### src/rtl/pc_sequencer_if.sv
// Fetch/redirect bundle between the next-PC sequencer and the rest of the core.
// The sequencer takes the master side.
interface pc_sequencer_if;
  logic        fetch_ack;
  logic        stall;
  logic        branch_taken;
  logic [31:0] branch_target;
  logic        jump;
  logic [31:0] jump_target;
  logic        trap;
  logic        trap_ret;
  logic        halt;
  logic [31:0] pc_out;
  logic        fetch_req;
  logic [31:0] epc;
  logic [1:0]  trap_cause;
  logic [31:0] fetch_count;
  logic        halted;

  modport master (
    input  fetch_ack, stall, branch_taken, branch_target, jump, jump_target,
           trap, trap_ret, halt,
    output pc_out, fetch_req, epc, trap_cause, fetch_count, halted
  );

  modport slave (
    output fetch_ack, stall, branch_taken, branch_target, jump, jump_target,
           trap, trap_ret, halt,
    input  pc_out, fetch_req, epc, trap_cause, fetch_count, halted
  );
endinterface

### src/rtl/pc_sequencer.sv
// Next-PC controller: owns the PC, drives the fetch req/ack handshake and resolves
// trap, trap return, jump and branch redirects in fixed priority order.
module pc_sequencer #(
  parameter logic [31:0] RESET_VECTOR = 32'h0000_0000,
  parameter logic [31:0] TRAP_VECTOR  = 32'h0000_0100
) (
  input logic            clk,
  input logic            rst,
  pc_sequencer_if.master bus
);

  typedef enum logic [1:0] {StRst, StFetch, StFlush, StHalt} state_e;

  localparam logic [1:0] CauseNone      = 2'd0;
  localparam logic [1:0] CauseTrap      = 2'd1;
  localparam logic [1:0] CauseMisalign  = 2'd2;

  state_e      state_q, state_d;
  logic [31:0] pc_q, pc_d;
  logic [31:0] epc_q, epc_d;
  logic [1:0]  cause_q, cause_d;
  logic [31:0] count_q, count_d;
  logic        req_q;
  logic        halted_q;

  logic        redirect;
  logic [31:0] target;

  // Non-trap redirect target, already priority-resolved among trap_ret/jump/branch.
  always_comb begin
    redirect = 1'b0;
    target   = pc_q;
    if (bus.trap_ret) begin
      redirect = 1'b1;
      target   = epc_q;
    end else if (bus.jump) begin
      redirect = 1'b1;
      target   = bus.jump_target;
    end else if (bus.branch_taken) begin
      redirect = 1'b1;
      target   = bus.branch_target;
    end
  end

  always_comb begin
    state_d = state_q;
    pc_d    = pc_q;
    epc_d   = epc_q;
    cause_d = cause_q;
    count_d = count_q;
    unique case (state_q)
      StRst: begin
        state_d = StFetch;
      end
      StFetch: begin
        if (bus.trap) begin
          epc_d   = pc_q;
          cause_d = CauseTrap;
          pc_d    = TRAP_VECTOR;
          state_d = StFlush;
        end else if (redirect) begin
          if (target[1:0] != 2'b00) begin
            epc_d   = target;
            cause_d = CauseMisalign;
            pc_d    = TRAP_VECTOR;
          end else begin
            pc_d    = target;
          end
          state_d = StFlush;
        end else if (bus.halt) begin
          state_d = StHalt;
        end else if (bus.fetch_ack && !bus.stall) begin
          pc_d    = pc_q + 32'd4;
          count_d = count_q + 32'd1;
        end
      end
      StFlush: begin
        state_d = StFetch;
      end
      StHalt: begin
        state_d = StHalt;
      end
      default: begin
        state_d = StRst;
      end
    endcase
  end

  always_ff @(posedge clk) begin
    if (rst) begin
      state_q  <= StRst;
      pc_q     <= RESET_VECTOR;
      epc_q    <= 32'd0;
      cause_q  <= CauseNone;
      count_q  <= 32'd0;
      req_q    <= 1'b0;
      halted_q <= 1'b0;
    end else begin
      state_q  <= state_d;
      pc_q     <= pc_d;
      epc_q    <= epc_d;
      cause_q  <= cause_d;
      count_q  <= count_d;
      req_q    <= (state_d == StFetch);
      halted_q <= (state_d == StHalt);
    end
  end

  assign bus.pc_out      = pc_q;
  assign bus.fetch_req   = req_q;
  assign bus.epc         = epc_q;
  assign bus.trap_cause  = cause_q;
  assign bus.fetch_count = count_q;
  assign bus.halted      = halted_q;

endmodule
### src/flat_wrapper.sv
// flat-port wrapper written by rule: the top's interface ports become plain ports
module pc_sequencer_flat 
#(
  parameter logic [31:0] RESET_VECTOR = 32'h0000_0000,
  parameter logic [31:0] TRAP_VECTOR  = 32'h0000_0100
)
  (clk, rst, bus_fetch_ack, bus_stall, bus_branch_taken, bus_branch_target, bus_jump, bus_jump_target, bus_trap, bus_trap_ret, bus_halt, bus_pc_out, bus_fetch_req, bus_epc, bus_trap_cause, bus_fetch_count, bus_halted);
  pc_sequencer_if bus_i ();
  input logic clk;
  input logic rst;
  input wire logic [$bits(bus_i.fetch_ack)-1:0] bus_fetch_ack;
  input wire logic [$bits(bus_i.stall)-1:0] bus_stall;
  input wire logic [$bits(bus_i.branch_taken)-1:0] bus_branch_taken;
  input wire logic [$bits(bus_i.branch_target)-1:0] bus_branch_target;
  input wire logic [$bits(bus_i.jump)-1:0] bus_jump;
  input wire logic [$bits(bus_i.jump_target)-1:0] bus_jump_target;
  input wire logic [$bits(bus_i.trap)-1:0] bus_trap;
  input wire logic [$bits(bus_i.trap_ret)-1:0] bus_trap_ret;
  input wire logic [$bits(bus_i.halt)-1:0] bus_halt;
  output wire logic [$bits(bus_i.pc_out)-1:0] bus_pc_out;
  output wire logic [$bits(bus_i.fetch_req)-1:0] bus_fetch_req;
  output wire logic [$bits(bus_i.epc)-1:0] bus_epc;
  output wire logic [$bits(bus_i.trap_cause)-1:0] bus_trap_cause;
  output wire logic [$bits(bus_i.fetch_count)-1:0] bus_fetch_count;
  output wire logic [$bits(bus_i.halted)-1:0] bus_halted;
  assign bus_i.fetch_ack = bus_fetch_ack;
  assign bus_i.stall = bus_stall;
  assign bus_i.branch_taken = bus_branch_taken;
  assign bus_i.branch_target = bus_branch_target;
  assign bus_i.jump = bus_jump;
  assign bus_i.jump_target = bus_jump_target;
  assign bus_i.trap = bus_trap;
  assign bus_i.trap_ret = bus_trap_ret;
  assign bus_i.halt = bus_halt;
  assign bus_pc_out = bus_i.pc_out;
  assign bus_fetch_req = bus_i.fetch_req;
  assign bus_epc = bus_i.epc;
  assign bus_trap_cause = bus_i.trap_cause;
  assign bus_fetch_count = bus_i.fetch_count;
  assign bus_halted = bus_i.halted;
  pc_sequencer #(.RESET_VECTOR(RESET_VECTOR), .TRAP_VECTOR(TRAP_VECTOR)) u_core (.clk(clk), .rst(rst), .bus(bus_i));
endmodule
### config.mk
export PLATFORM = sky130hd
export DESIGN_NAME = pc_sequencer_flat
export DESIGN_NICKNAME = d
export VERILOG_FILES = /design/src/rtl/pc_sequencer_if.sv /design/src/rtl/pc_sequencer.sv /design/src/flat_wrapper.sv
export SDC_FILE = /design/constraint.sdc
export NUM_CORES = 1
export LEC_CHECK = 0
export CAP_MARGIN = 20
export CELL_PAD_IN_SITES_DETAIL_PLACEMENT = 2
export CELL_PAD_IN_SITES_GLOBAL_PLACEMENT = 2
export CORE_MARGIN = 2
export CORE_UTILIZATION = 25
export CTS_CLUSTER_DIAMETER = 50
export CTS_CLUSTER_SIZE = 14
export DETAILED_ROUTE_END_ITERATION = 12
export GPL_ROUTABILITY_DRIVEN = 0
export PLACE_DENSITY_LB_ADDON = 0.1
export SLEW_MARGIN = 5
export SYNTH_ARGS = -nofsm -noshare
export SYNTH_HDL_FRONTEND = slang
export SYNTH_SLANG_ARGS = --single-unit
### constraint.sdc
create_clock -name clk -period 5.9 [get_ports clk]
set_input_delay 0.885 -clock clk [delete_from_list [all_inputs] [get_ports clk]]
set_output_delay 0.885 -clock clk [all_outputs]
set_load 0.05 [all_outputs]
==> metrics.cfg <==
[logic_synthesis]
synth-seq-area-share_pct = 32.6
synthAdderAreaFrac_pct = 0.400
synth_top_family_by_area = simple AND/OR/NAND/NOR gates
synth_edf_count = 0
ys_seq_elements = 102
synth_nets = 863
syn_area_mm2 = 0.00626
synthArstFlopShare_pct = 0
synthMuxAreaShare_pct = 7.91
yosysUniqueCellTypes = 72
avgSynthCellArea_um2 = 7.95
synth-main-ff-cell = dfxtp_1
synth_xor_area_share_pct = 4.20
synth_warnings = 0
synth-compound-area-share_pct = 24.2
netlist_instances = 788
synthSimpleGateAreaFrac_pct = 25.2

[layout]
syn_to_final_growth_pct = 36.0
diodes = 0
fin_area_mm2 = 0.00852
final_layout_size_suffix_gt1_share_pct = 7.75
nets = 1000

[timing]
worstMarginPinSlew_ns = 1.11
rsz0062_at_grt = false
setup_ws_ns = 1.89
slew-limit-headroom_pct = 25.8
clock_skew_ns = 0.0108
period_minus_slack_ns = 4.01
maxSlewViolCount = 0
finalCritPeriodShare_pct = 67.9
setup_tns_ns = 0
max_freq_ghz = 0.249
finalHoldViolations = 0
hold_slack_ns = 0.485
setup_viol = 0

[setup_path]
reg2reg_from = u_core.state_q[1]$_SDFF_PP0_
path_cells = clkdlybuf4s50_1 > buf_4 > nor4_2 > a21oi_1 > nor2_2 > o21ai_0 > o211ai_1
cp-endpoint = u_core.bus.pc_out[17]$_SDFFE_PP0P_
arrival_ns = 4.29
worst_r2r_endpoint = u_core.bus.pc_out[17]$_SDFFE_PP0P_
required_ns = 6.18
worst-setup-path-type = input pin to flip-flop
worstSetupStartpointType = input pin
r2r_setup_slack_ns = 2.94
critPathLaunch = bus_trap_ret
rr_worst_depth = 5
critPathBufInv = 2
max_stage_delay_ns = 0.90
crit_family = simple AND/OR/NAND/NOR gates
critPathMaxFanout = 23
critPathSlowestCell = nor2_2
crit_path_end_kind = flip-flop
path_depth = 7

[route]
via_per_inst = 5.47
drt_iter0_drc = 247
wl_per_cell_um = 22.0
firstDrtPassIters = 4
ant_nets = 0
vias = 6856
remaining_drc_errors = 0
wirelength_mm = 27.6

[floorplanning]
dieWidth_um = 162
die_y_um = 162
initial_core_util_pct = 25.6
boundaryPins = 173
num_rows = 57
die_area_mm2 = 0.0263
core_mm2 = 0.0245

[clock_network]
hold_buffers = 0
clk_latency_ns = 0.36
cts.repair.resized = 0
cts_buffers = 9
cts.clk_slew.worst_paths_ns = 0.07
cts.sinks = 102
cts-root-buf = clkbuf_16
h-tree-depth = 3
postCtsSetupBuffers = 0
cts_tree = built
cts_buffer_depth = 2

[run_status]
status = finished, final reports clean

[power]
power_density_mw_per_mm2 = 203
power.leakage_nw = 2.90
clkPwrFrac_pct = 33.9
p_comb_share_pct = 23.4
sw_frac_of_total_pct = 33.2
seq_power_share_pct = 42.7
p_switching_mw = 0.576
p_int_mw = 1.16
peakVddDrop_mv = 0.158

[job]
cap_viol_max_count = 0

[global_route]
grt_max_degree = 53
grt_pass1_wl_mm = 43.8
antenna_found_initial = 0
gr-total-overflow = 0
grt_usage_pct = 21.1
grt_pass1_vias = 7537

[hold_path]
hold_class = flip-flop to flip-flop

[place]
io_buffer_count = 172
dpl_worst_slack_ns = 1.28
hpwl_mm = 20.3
placed_area_mm2 = 0.00823

-- cells in the final DEF (no fill, tap or decap), types with 22 or more instances in the layout --
| cell | netlist | final |
|---|---|---|
| clkdlybuf4s50_1 | 0 | 169 |
| dfxtp_1 | 102 | 102 |
| nand2_1 | 76 | 76 |
| nor2_1 | 61 | 60 |
| o21ai_0 | 49 | 49 |
| nand3_1 | 40 | 40 |
| mux2i_1 | 36 | 36 |
| a211oi_1 | 27 | 27 |
| a21oi_1 | 26 | 26 |
| xor2_1 | 24 | 24 |
| nand4_1 | 22 | 22 |
-- layer usage --
layer | GRT usage [%] | vias up | share of wire, % | wire length (um)
li1 | - | 3201 | - | -
met1 | 25.5 | 3458 | 43 | 11800
met2 | 38.6 | 167 | 51 | 14000
met3 | 3.37 | 30 | 4.3 | 1170
met4 | 5.71 | 0 | 1.9 | 529
met5 | 0 | - | 0 | 0
-- synth_stat cells, types with 7 or more instances --
library cell | count | area (um^2)
a211oi_1 | 27 | 203
a21oi_1 | 26 | 130
a22oi_1 | 18 | 135
a31o_2 | 12 | 105
a31oi_1 | 9 | 56.3
and3_1 | 8 | 50.1
and4_1 | 7 | 61.3
buf_2 | 9 | 45.0
clkbuf_1 | 48 | 180
dfxtp_1 | 102 | 2040
inv_1 | 19 | 71.3
mux2_2 | 12 | 135
mux2i_1 | 36 | 360
nand2_1 | 76 | 285
nand2b_1 | 13 | 81.3
nand3_1 | 40 | 200
nand3b_1 | 9 | 67.6
nand4_1 | 22 | 138
nor2_1 | 61 | 229
nor2b_1 | 11 | 68.8
nor3_1 | 15 | 75.1
o211ai_1 | 19 | 143
o21ai_0 | 49 | 245
o31ai_1 | 12 | 90.1
or4_1 | 7 | 52.6
xor2_1 | 24 | 210
-- registers in the layout, summed over array words and instances, names as in the netlist --
name / flops
u_core.bus.epc: 32
u_core.bus.fetch_req: 1
u_core.bus.pc_out: 32
u_core.bus.fetch_count: 32
u_core.bus.trap_cause: 2
u_core.bus.halted: 1
u_core.state_q: 2
-- power by group through the flow --
stage	registers (mW)	logic, mW	clock network [mW]
4_1_cts	0.740	0.409	0.614
3_5_place_dp	0.756	0.407	0
6_report	0.739	0.406	0.587
2_1_floorplan	0.823	0.167	0
3_3_place_gp	0.755	0.396	0
5_1_grt	0.743	0.437	0.636
-- cells by family (layout without fill, tap and decap cells) --
kind of cell | Yosys count | in the layout
xor+xnor | 30 | 30
buf+inv | 85 | 226
mux | 48 | 48
flops | 102 | 102
simple gates | 301 | 301
fa+ha+maj | 2 | 2
compound gates | 220 | 220
-- worst min-delay path, delay by kind of cell (launching register included) --
| kind | cells | cell delay (ns) |
|---|---|---|
| flops | 1 | 0.33 |
| simple gates | 1 | 0.06 |
| mux | 1 | 0.06 |
-- stage by stage --
stage               std cells  power, mW  util [%]
finish                   1253       1.73      34.8
detailed placement       1236       1.16      33.6
global route             1253       1.82      34.8
floorplan                 788      0.990         -
global placement         1233       1.15      33.6
CTS                      1251       1.76      34.8
-- final cells by class --
cell class | count | area (um^2)
sequential | 102 | 2040
inverter | 22 | 82.6
clock buffer | 10 | 229
tap | 324 | 405
multi-input combinational | 601 | 3880
clock inverter | 5 | 45.0
timing repair buffer | 189 | 1830
fill | 2793 | 15900
-- worst min path at each step --
| stage | end | cells past startpoint | start |
|---|---|---|---|
| CTS | u_core.bus.epc[9]$_SDFFE_PP0P_ | 2 | u_core.bus.epc[9]$_SDFFE_PP0P_ |
| floorplan | u_core.bus.fetch_req$_SDFF_PP0_ | 1 | u_core.state_q[0]$_SDFF_PP0_ |
| detailed placement | u_core.bus.epc[9]$_SDFFE_PP0P_ | 2 | u_core.bus.epc[9]$_SDFFE_PP0P_ |
| global placement | u_core.bus.trap_cause[1]$_SDFFE_PP0P_ | 2 | u_core.bus.trap_cause[1]$_SDFFE_PP0P_ |
| finish | u_core.bus.epc[9]$_SDFFE_PP0P_ | 2 | u_core.bus.epc[9]$_SDFFE_PP0P_ |
| global route | u_core.bus.trap_cause[1]$_SDFFE_PP0P_ | 2 | u_core.bus.trap_cause[1]$_SDFFE_PP0P_ |
Power figures use the tool's default switching activity.
